**config.mk**
```make
export PLATFORM = sky130hd
export DESIGN_NAME = cpu_clock_monitor_flat
export DESIGN_NICKNAME = d
export VERILOG_FILES = /design/src/rtl/cpu_clock_monitor_if.sv /design/src/rtl/cpu_clock_monitor.sv /design/src/flat_wrapper.sv
export SDC_FILE = /design/constraint.sdc
export NUM_CORES = 1
export LEC_CHECK = 0
export ABC_AREA = 1
export CAP_MARGIN = 20
export CORE_AREA = 5 5 72 107
export DETAILED_ROUTE_END_ITERATION = 8
export DIE_AREA = 0 0 77 112
export GPL_TIMING_DRIVEN = 0
export SYNTH_ARGS = -nofsm -noshare
export SYNTH_HDL_FRONTEND = slang
export SYNTH_SLANG_ARGS = --single-unit
```
**constraint.sdc**
```tcl
create_clock -name clk -period 2.9 [get_ports clk]
set_input_delay 0.29 -clock clk [delete_from_list [all_inputs] [get_ports clk]]
set_output_delay 0.29 -clock clk [all_outputs]
set_load 0.01 [all_outputs]
```
**src/rtl/cpu_clock_monitor_if.sv**
```systemverilog
// Bundle between the CPU clock monitor and the I/O logic using its strobes.
// master drives cpu_clk/clr_err and observes; slave is the monitor itself.
interface cpu_clock_monitor_if #(
   parameter int CNT_W = 16
);
   logic             cpu_clk;
   logic             clr_err;
   logic             rise_pulse;
   logic             fall_pulse;
   logic [CNT_W-1:0] half_period;
   logic             locked;
   logic             lost;
   logic [7:0]       err_count;

   modport master (
      output cpu_clk,
      output clr_err,
      input  rise_pulse,
      input  fall_pulse,
      input  half_period,
      input  locked,
      input  lost,
      input  err_count
   );

   modport slave (
      input  cpu_clk,
      input  clr_err,
      output rise_pulse,
      output fall_pulse,
      output half_period,
      output locked,
      output lost,
      output err_count
   );
endinterface

```
**src/rtl/cpu_clock_monitor.sv**
```systemverilog
// Fast-domain observer of the divided CPU clock: edge strobes, half-period
// measurement, lock/loss status. CPU_CLOCK_MONITOR_ERRCNT_EN adds err_count.
module cpu_clock_monitor #(
   parameter int EXPECTED   = 51,
   parameter int TOLERANCE  = 2,
   parameter int LOCK_COUNT = 4,
   parameter int TIMEOUT    = 255,
   parameter int CNT_W      = 16
) (
   input logic clk,
   input logic rst,
   cpu_clock_monitor_if.slave mon
);

   localparam int GOOD_W = $clog2(LOCK_COUNT + 1);

   localparam logic [CNT_W-1:0] LO_LIM  = CNT_W'(EXPECTED - TOLERANCE);
   localparam logic [CNT_W-1:0] HI_LIM  = CNT_W'(EXPECTED + TOLERANCE);
   localparam logic [CNT_W-1:0] TMO     = CNT_W'(TIMEOUT);
   localparam logic [CNT_W-1:0] TMO_M1  = CNT_W'(TIMEOUT - 1);
   localparam logic [GOOD_W-1:0] LCK_N  = GOOD_W'(LOCK_COUNT);

   typedef enum logic [1:0] {
      IDLE,
      ACQUIRE,
      LOCKED,
      LOST
   } state_t;

   logic              s1_q, s2_q, s3_q;
   logic              rise_q, fall_q;
   logic [CNT_W-1:0]  cnt_q, cnt_d;
   logic [CNT_W-1:0]  hp_q, hp_d;
   logic [GOOD_W-1:0] good_q, good_d;
   logic [GOOD_W-1:0] good_inc;
   state_t            state_q, state_d;
   logic              lost_q, lost_d;

   logic edge_w;
   logic rise_w;
   logic fall_w;
   logic in_tol;
   logic timeout_w;
   logic loss_w;

   assign edge_w = s2_q ^ s3_q;
   assign rise_w = s2_q & ~s3_q;
   assign fall_w = ~s2_q & s3_q;

   assign in_tol   = (cnt_q >= LO_LIM) && (cnt_q <= HI_LIM);
   assign good_inc = good_q + GOOD_W'(1);

   // The cycle the counter would step onto TIMEOUT; fires once per stall.
   assign timeout_w = !edge_w && (cnt_q == TMO_M1);

   // Two-flop synchroniser plus the edge-history flop.
   always_ff @(posedge clk) begin
      if (rst) begin
         s1_q <= 1'b0;
         s2_q <= 1'b0;
         s3_q <= 1'b0;
      end else begin
         s1_q <= mon.cpu_clk;
         s2_q <= s1_q;
         s3_q <= s2_q;
      end
   end

   // Registered edge strobes, aligned with the status update.
   always_ff @(posedge clk) begin
      if (rst) begin
         rise_q <= 1'b0;
         fall_q <= 1'b0;
      end else begin
         rise_q <= rise_w;
         fall_q <= fall_w;
      end
   end

   // Interval counter: restarts at 1 on an edge, saturates at TIMEOUT.
   always_comb begin
      cnt_d = cnt_q;
      if (edge_w) begin
         cnt_d = CNT_W'(1);
      end else if (cnt_q != TMO) begin
         cnt_d = cnt_q + CNT_W'(1);
      end
   end

   // Counter register.
   always_ff @(posedge clk) begin
      if (rst) begin
         cnt_q <= '0;
      end else begin
         cnt_q <= cnt_d;
      end
   end

   // Lock FSM next state, measurement capture and loss detection.
   always_comb begin
      state_d = state_q;
      good_d  = good_q;
      hp_d    = hp_q;
      loss_w  = 1'b0;
      unique case (state_q)
         IDLE: begin
            good_d = '0;
            if (edge_w) begin
               state_d = ACQUIRE;
            end
         end
         ACQUIRE: begin
            if (edge_w) begin
               hp_d = cnt_q;
               if (in_tol) begin
                  good_d = good_inc;
                  if (good_inc == LCK_N) begin
                     state_d = LOCKED;
                  end
               end else begin
                  good_d = '0;
               end
            end else if (timeout_w) begin
               state_d = IDLE;
               good_d  = '0;
            end
         end
         LOCKED: begin
            if (edge_w) begin
               hp_d = cnt_q;
               if (!in_tol) begin
                  loss_w = 1'b1;
               end
            end else if (timeout_w) begin
               loss_w = 1'b1;
            end
            if (loss_w) begin
               state_d = LOST;
               good_d  = '0;
            end
         end
         LOST: begin
            if (edge_w) begin
               hp_d    = cnt_q;
               state_d = ACQUIRE;
               good_d  = '0;
            end
         end
         default: begin
            state_d = IDLE;
            good_d  = '0;
         end
      endcase
   end

   // Sticky loss flag; a loss in the same cycle wins over the clear.
   always_comb begin
      lost_d = lost_q;
      if (mon.clr_err) begin
         lost_d = 1'b0;
      end
      if (loss_w) begin
         lost_d = 1'b1;
      end
   end

   // FSM, measurement and status registers.
   always_ff @(posedge clk) begin
      if (rst) begin
         state_q <= IDLE;
         good_q  <= '0;
         hp_q    <= '0;
         lost_q  <= 1'b0;
      end else begin
         state_q <= state_d;
         good_q  <= good_d;
         hp_q    <= hp_d;
         lost_q  <= lost_d;
      end
   end

`ifdef CPU_CLOCK_MONITOR_ERRCNT_EN
   logic [7:0] err_q, err_d;

   // Saturating loss counter; clear plus loss together leaves exactly 1.
   always_comb begin
      err_d = err_q;
      if (mon.clr_err) begin
         err_d = 8'd0;
      end
      if (loss_w) begin
         if (mon.clr_err) begin
            err_d = 8'd1;
         end else if (err_q != 8'hff) begin
            err_d = err_q + 8'd1;
         end
      end
   end

   // Loss counter register.
   always_ff @(posedge clk) begin
      if (rst) begin
         err_q <= 8'd0;
      end else begin
         err_q <= err_d;
      end
   end

   assign mon.err_count = err_q;
`else
   assign mon.err_count = 8'd0;
`endif

   assign mon.rise_pulse  = rise_q;
   assign mon.fall_pulse  = fall_q;
   assign mon.half_period = hp_q;
   assign mon.locked      = (state_q == LOCKED);
   assign mon.lost        = lost_q;

endmodule
```
**src/flat_wrapper.sv**
```systemverilog
// flat-port wrapper written by rule: the top's interface ports become plain ports
module cpu_clock_monitor_flat 
#(
   parameter int EXPECTED   = 51,
   parameter int TOLERANCE  = 2,
   parameter int LOCK_COUNT = 4,
   parameter int TIMEOUT    = 255,
   parameter int CNT_W      = 16
)
  (clk, rst, mon_cpu_clk, mon_clr_err, mon_rise_pulse, mon_fall_pulse, mon_half_period, mon_locked, mon_lost, mon_err_count);
  cpu_clock_monitor_if #(.CNT_W(CNT_W)) mon_i ();
  input logic clk;
  input logic rst;
  input wire logic [$bits(mon_i.cpu_clk)-1:0] mon_cpu_clk;
  input wire logic [$bits(mon_i.clr_err)-1:0] mon_clr_err;
  output wire logic [$bits(mon_i.rise_pulse)-1:0] mon_rise_pulse;
  output wire logic [$bits(mon_i.fall_pulse)-1:0] mon_fall_pulse;
  output wire logic [$bits(mon_i.half_period)-1:0] mon_half_period;
  output wire logic [$bits(mon_i.locked)-1:0] mon_locked;
  output wire logic [$bits(mon_i.lost)-1:0] mon_lost;
  output wire logic [$bits(mon_i.err_count)-1:0] mon_err_count;
  assign mon_i.cpu_clk = mon_cpu_clk;
  assign mon_i.clr_err = mon_clr_err;
  assign mon_rise_pulse = mon_i.rise_pulse;
  assign mon_fall_pulse = mon_i.fall_pulse;
  assign mon_half_period = mon_i.half_period;
  assign mon_locked = mon_i.locked;
  assign mon_lost = mon_i.lost;
  assign mon_err_count = mon_i.err_count;
  cpu_clock_monitor #(.EXPECTED(EXPECTED), .TOLERANCE(TOLERANCE), .LOCK_COUNT(LOCK_COUNT), .TIMEOUT(TIMEOUT), .CNT_W(CNT_W)) u_core (.clk(clk), .rst(rst), .mon(mon_i));
endmodule
```
==> results by group <==
Drt
  – Met3 WL: 189 um
  – First-pass iteration count of the detailed router: 4
  – Metal2 WL: between 2000 and 3000 um
  – Max layer used: met4
  – Post-DR wirelength/cell: between 10 and 15 um
  – DRC viols: 0
  – Initial drt markers: 63
  – WL met1: between 1500 and 2000 um
  – Routed Antenna Nets: 0
  – Vias/cell: roughly 4.6
  – Via Count: between 1500 and 2000
  – DRT Wirelength: ~4800 um

Synthesis
  – Mapped Area: ~0.0022 mm2
  – Ys flop type: dfxtp_1
  – Post-synth top cells: nand2_1 (44), dfxtp_1 (43), inv_1 (35)
  – Synthesized area per cell: between 7 and 8 um2
  – Synth cell types: 33
  – Yosys warns: 0
  – Number of synthesized flops with an enable pin: 0
  – Top-area cell type share of the netlist area: 38.3%
  – Top-count cell post-synth: nand2_1
  – Asr flop ratio synth: 0%
  – Yosys top cell by area: dfxtp_1
  – Synth area leaders: dfxtp_1 (38%), nand2_1 (7.3%), ha_1 (7.2%), inv_1 (5.8%), nor2_1 (5.5%)
  – Flops & latches, synth: 43
  – Register area share after synthesis: roughly two fifths
  – Post-Synthesis Cells: 286

Floorplan
  – Ports: 32
  – Die ar.: 0.00862 mm2
  – DIE WIDTH: between 70 and 80 um
  – # rows: 37
  – Core ar.: between 0.006 and 0.007 mm2
  – Die Span Y: around 110 um
  – Initial Utilization: roughly a third

Global route
  – Largest net degree at the start of global routing: 15
  – Global-route wire length before repair: 8350 um
  – Vias in the first global route: approximately 1900
  – GRT overflow: 0
  – Antenna violations before repair: 0
  – Total GRT Usage: a little under an eighth

Cells and area
  – Fin nets: roughly 340
  – Area Growth Syn to Fin: 20.3%
  – Share of cells above drive strength 1: 15.8%
  – Design area: roughly 0.0027 mm2
  – Post-Route Utilization: ~40%
  – N_diodes: 0

Clocking
  – Resized Gates After CTS: 0
  – Clk buf depth: 2
  – Clock transition at path regs: 0.08 ns
  – CTS H-Tree Depth: 2
  – Worst skew pair latency: just under 0.3 ns
  – Clk root buf: clkbuf_8
  – CTS Hold Bufs: 0
  – CTS Buf Count: 5
  – CTS tree: built
  – CTS Sinks: 43
  – Post-CTS setup buffer count: 0

Placed design
  – HPWL Detailed: 3730 um
  – Placed Area: 0.00259 mm2
  – Gp weighted congestion: approximately 0.80
  – Port Buf Inserts: 22

Critical path
  – Arr. time, crit path: about 1.6 ns
  – R2R Path End: u_core.good_q[1]
  – Startpoint types: flop
  – Worst r2r src: u_core.cnt_q[0]
  – Largest fanout on the critical path: 4
  – CP Data Required Time: around 2.6 ns
  – R2R depth: 10
  – Worst reg2reg setup slack: about 1.1 ns
  – Crit Path Class: reg2out
  – Worst Setup End Kind: output pin

Timing
  – Fin. max-slew vios: 0
  – Setup TNS Final: 0 ns
  – Hold Violations, Final: 0
  – Final Critical Period: around 1.9 ns
  – Setup-failing EPs final: 0
  – Slew margin rel.: between 60 and 70%
  – FMAX: about 540 MHz
  – Skew final: approximately 0.0067 ns
  – Worst Tran Pin Value: about 0.51 ns
  – Fin crit share: 64.4%
  – RSZ-0062 raised after global routing: no

Min path
  – Worst hold path stage count: 2
  – HP Start: rst
  – Worst hold endpoint: u_core.mon.rise_pulse
  – Hold Path Class: in2reg

Power
  – Total power draw: ~1.6 mW
  – Peak VDD IR: between 200 and 300 uV
  – Leakage: between 1 and 1.5 nW
  – Power Density: between 500 and 600 mW/mm2

Run
  – Max Cap Viol: 0

Outcome
  – Outcome: complete, no violations
==> registers in the layout (all words and copies together) (netlist names) <==
signal	count
u_core.s1_q	1
u_core.good_q	3
u_core.s2_q	1
u_core.cnt_q	16
u_core.mon.lost	1
u_core.state_q	2
u_core.mon.half_period	16
u_core.mon.fall_pulse	1
u_core.s3_q	1
u_core.mon.rise_pulse	1
==> worst max path at each step <==
stage,start,endpoint,cells after the start
after floorplan,u_core.cnt_q[0],u_core.state_q[1],11
after global placement,u_core.cnt_q[0],u_core.state_q[0],11
after detailed placement,u_core.cnt_q[0],u_core.good_q[1],10
after CTS,u_core.state_q[0],mon_locked,3
after global routing,u_core.cnt_q[0],u_core.good_q[0],10
final,u_core.state_q[0],mon_locked,3
==> layer usage <==
metal | track usage (%) | up-vias
met3 | 3.16 | 13
li1 | - | 974
met5 | 0 | -
met1 | 12.2 | 826
met4 | 4.24 | 0
met2 | 21.8 | 33
==> through the flow <==
| stage | setup slack (ns) | std cells | hold slack (ns) |
|---|---|---|---|
| 2_1_floorplan | 1.27 | 293 | 0.388 |
| 3_3_place_gp | 1.11 | 393 | 0.392 |
| 3_5_place_dp | 1.10 | 393 | 0.402 |
| 4_1_cts | 1.01 | 401 | 0.413 |
| 5_1_grt | 0.894 | 401 | 0.441 |
| 6_report | 1.03 | 401 | 0.406 |
==> report_power, final <==
group | switching [mW] | internal [mW] | total (mW) | leakage [nW]
registers | 0.0408 | 0.651 | 0.691 | 0.349
clock network | 0.212 | 0.257 | 0.469 | 0.0581
logic | 0.224 | 0.178 | 0.402 | 0.692
total | 0.477 | 1.08 | 1.56 | 1.10
==> logic make-up (layout without fill, tap and decap cells) <==
group,after synthesis,after routing,share of synthesized area [%]
AOI/OAI and AO/OA,55,55,13.6
xor gates and xnor gates,2,2,0.780
adders and majority gates,13,13,7.24
buffers and inverters,53,83,10.4
DFF,43,43,38.3
other,1,8,0.167
and+or+nand+nor,119,119,29.6
==> worst max-delay path, cell delays in order, from the launching register on <==
cell and delay [ns]:
dfxtp_1 0.35, inv_1 0.10, ha_1 0.26, clkdlybuf4s50_1 0.57
==> cells in the final DEF (no fill, tap or decap), drive strengths merged <==
cell type and count:
a211oi 1, a21oi 25, a31oi 4, buf 9, bufinv 1, clkbuf 10, clkdlybuf4s50 22, clkinv 3
conb 8, dfxtp 43, ha 13, inv 38, nand2 51, nand3 10, nand4 6, nor2 44
nor3 6, nor4 1, o21a 1, o21ai 22, o21bai 1, o31ai 1, or2 1, xnor2 1
xor2 1
==> cell type report <==
class,count,area [um2]
plain buffers,14,86.3
repair buffers,22,220
clock buffers,5,68.8
clock inverters,3,43.8
inverters,39,146
multi-input cells,197,1180
fillers,692,4010
flip-flops and latches,43,861
well taps,78,97.6
(Power assumes the default switching activity.)
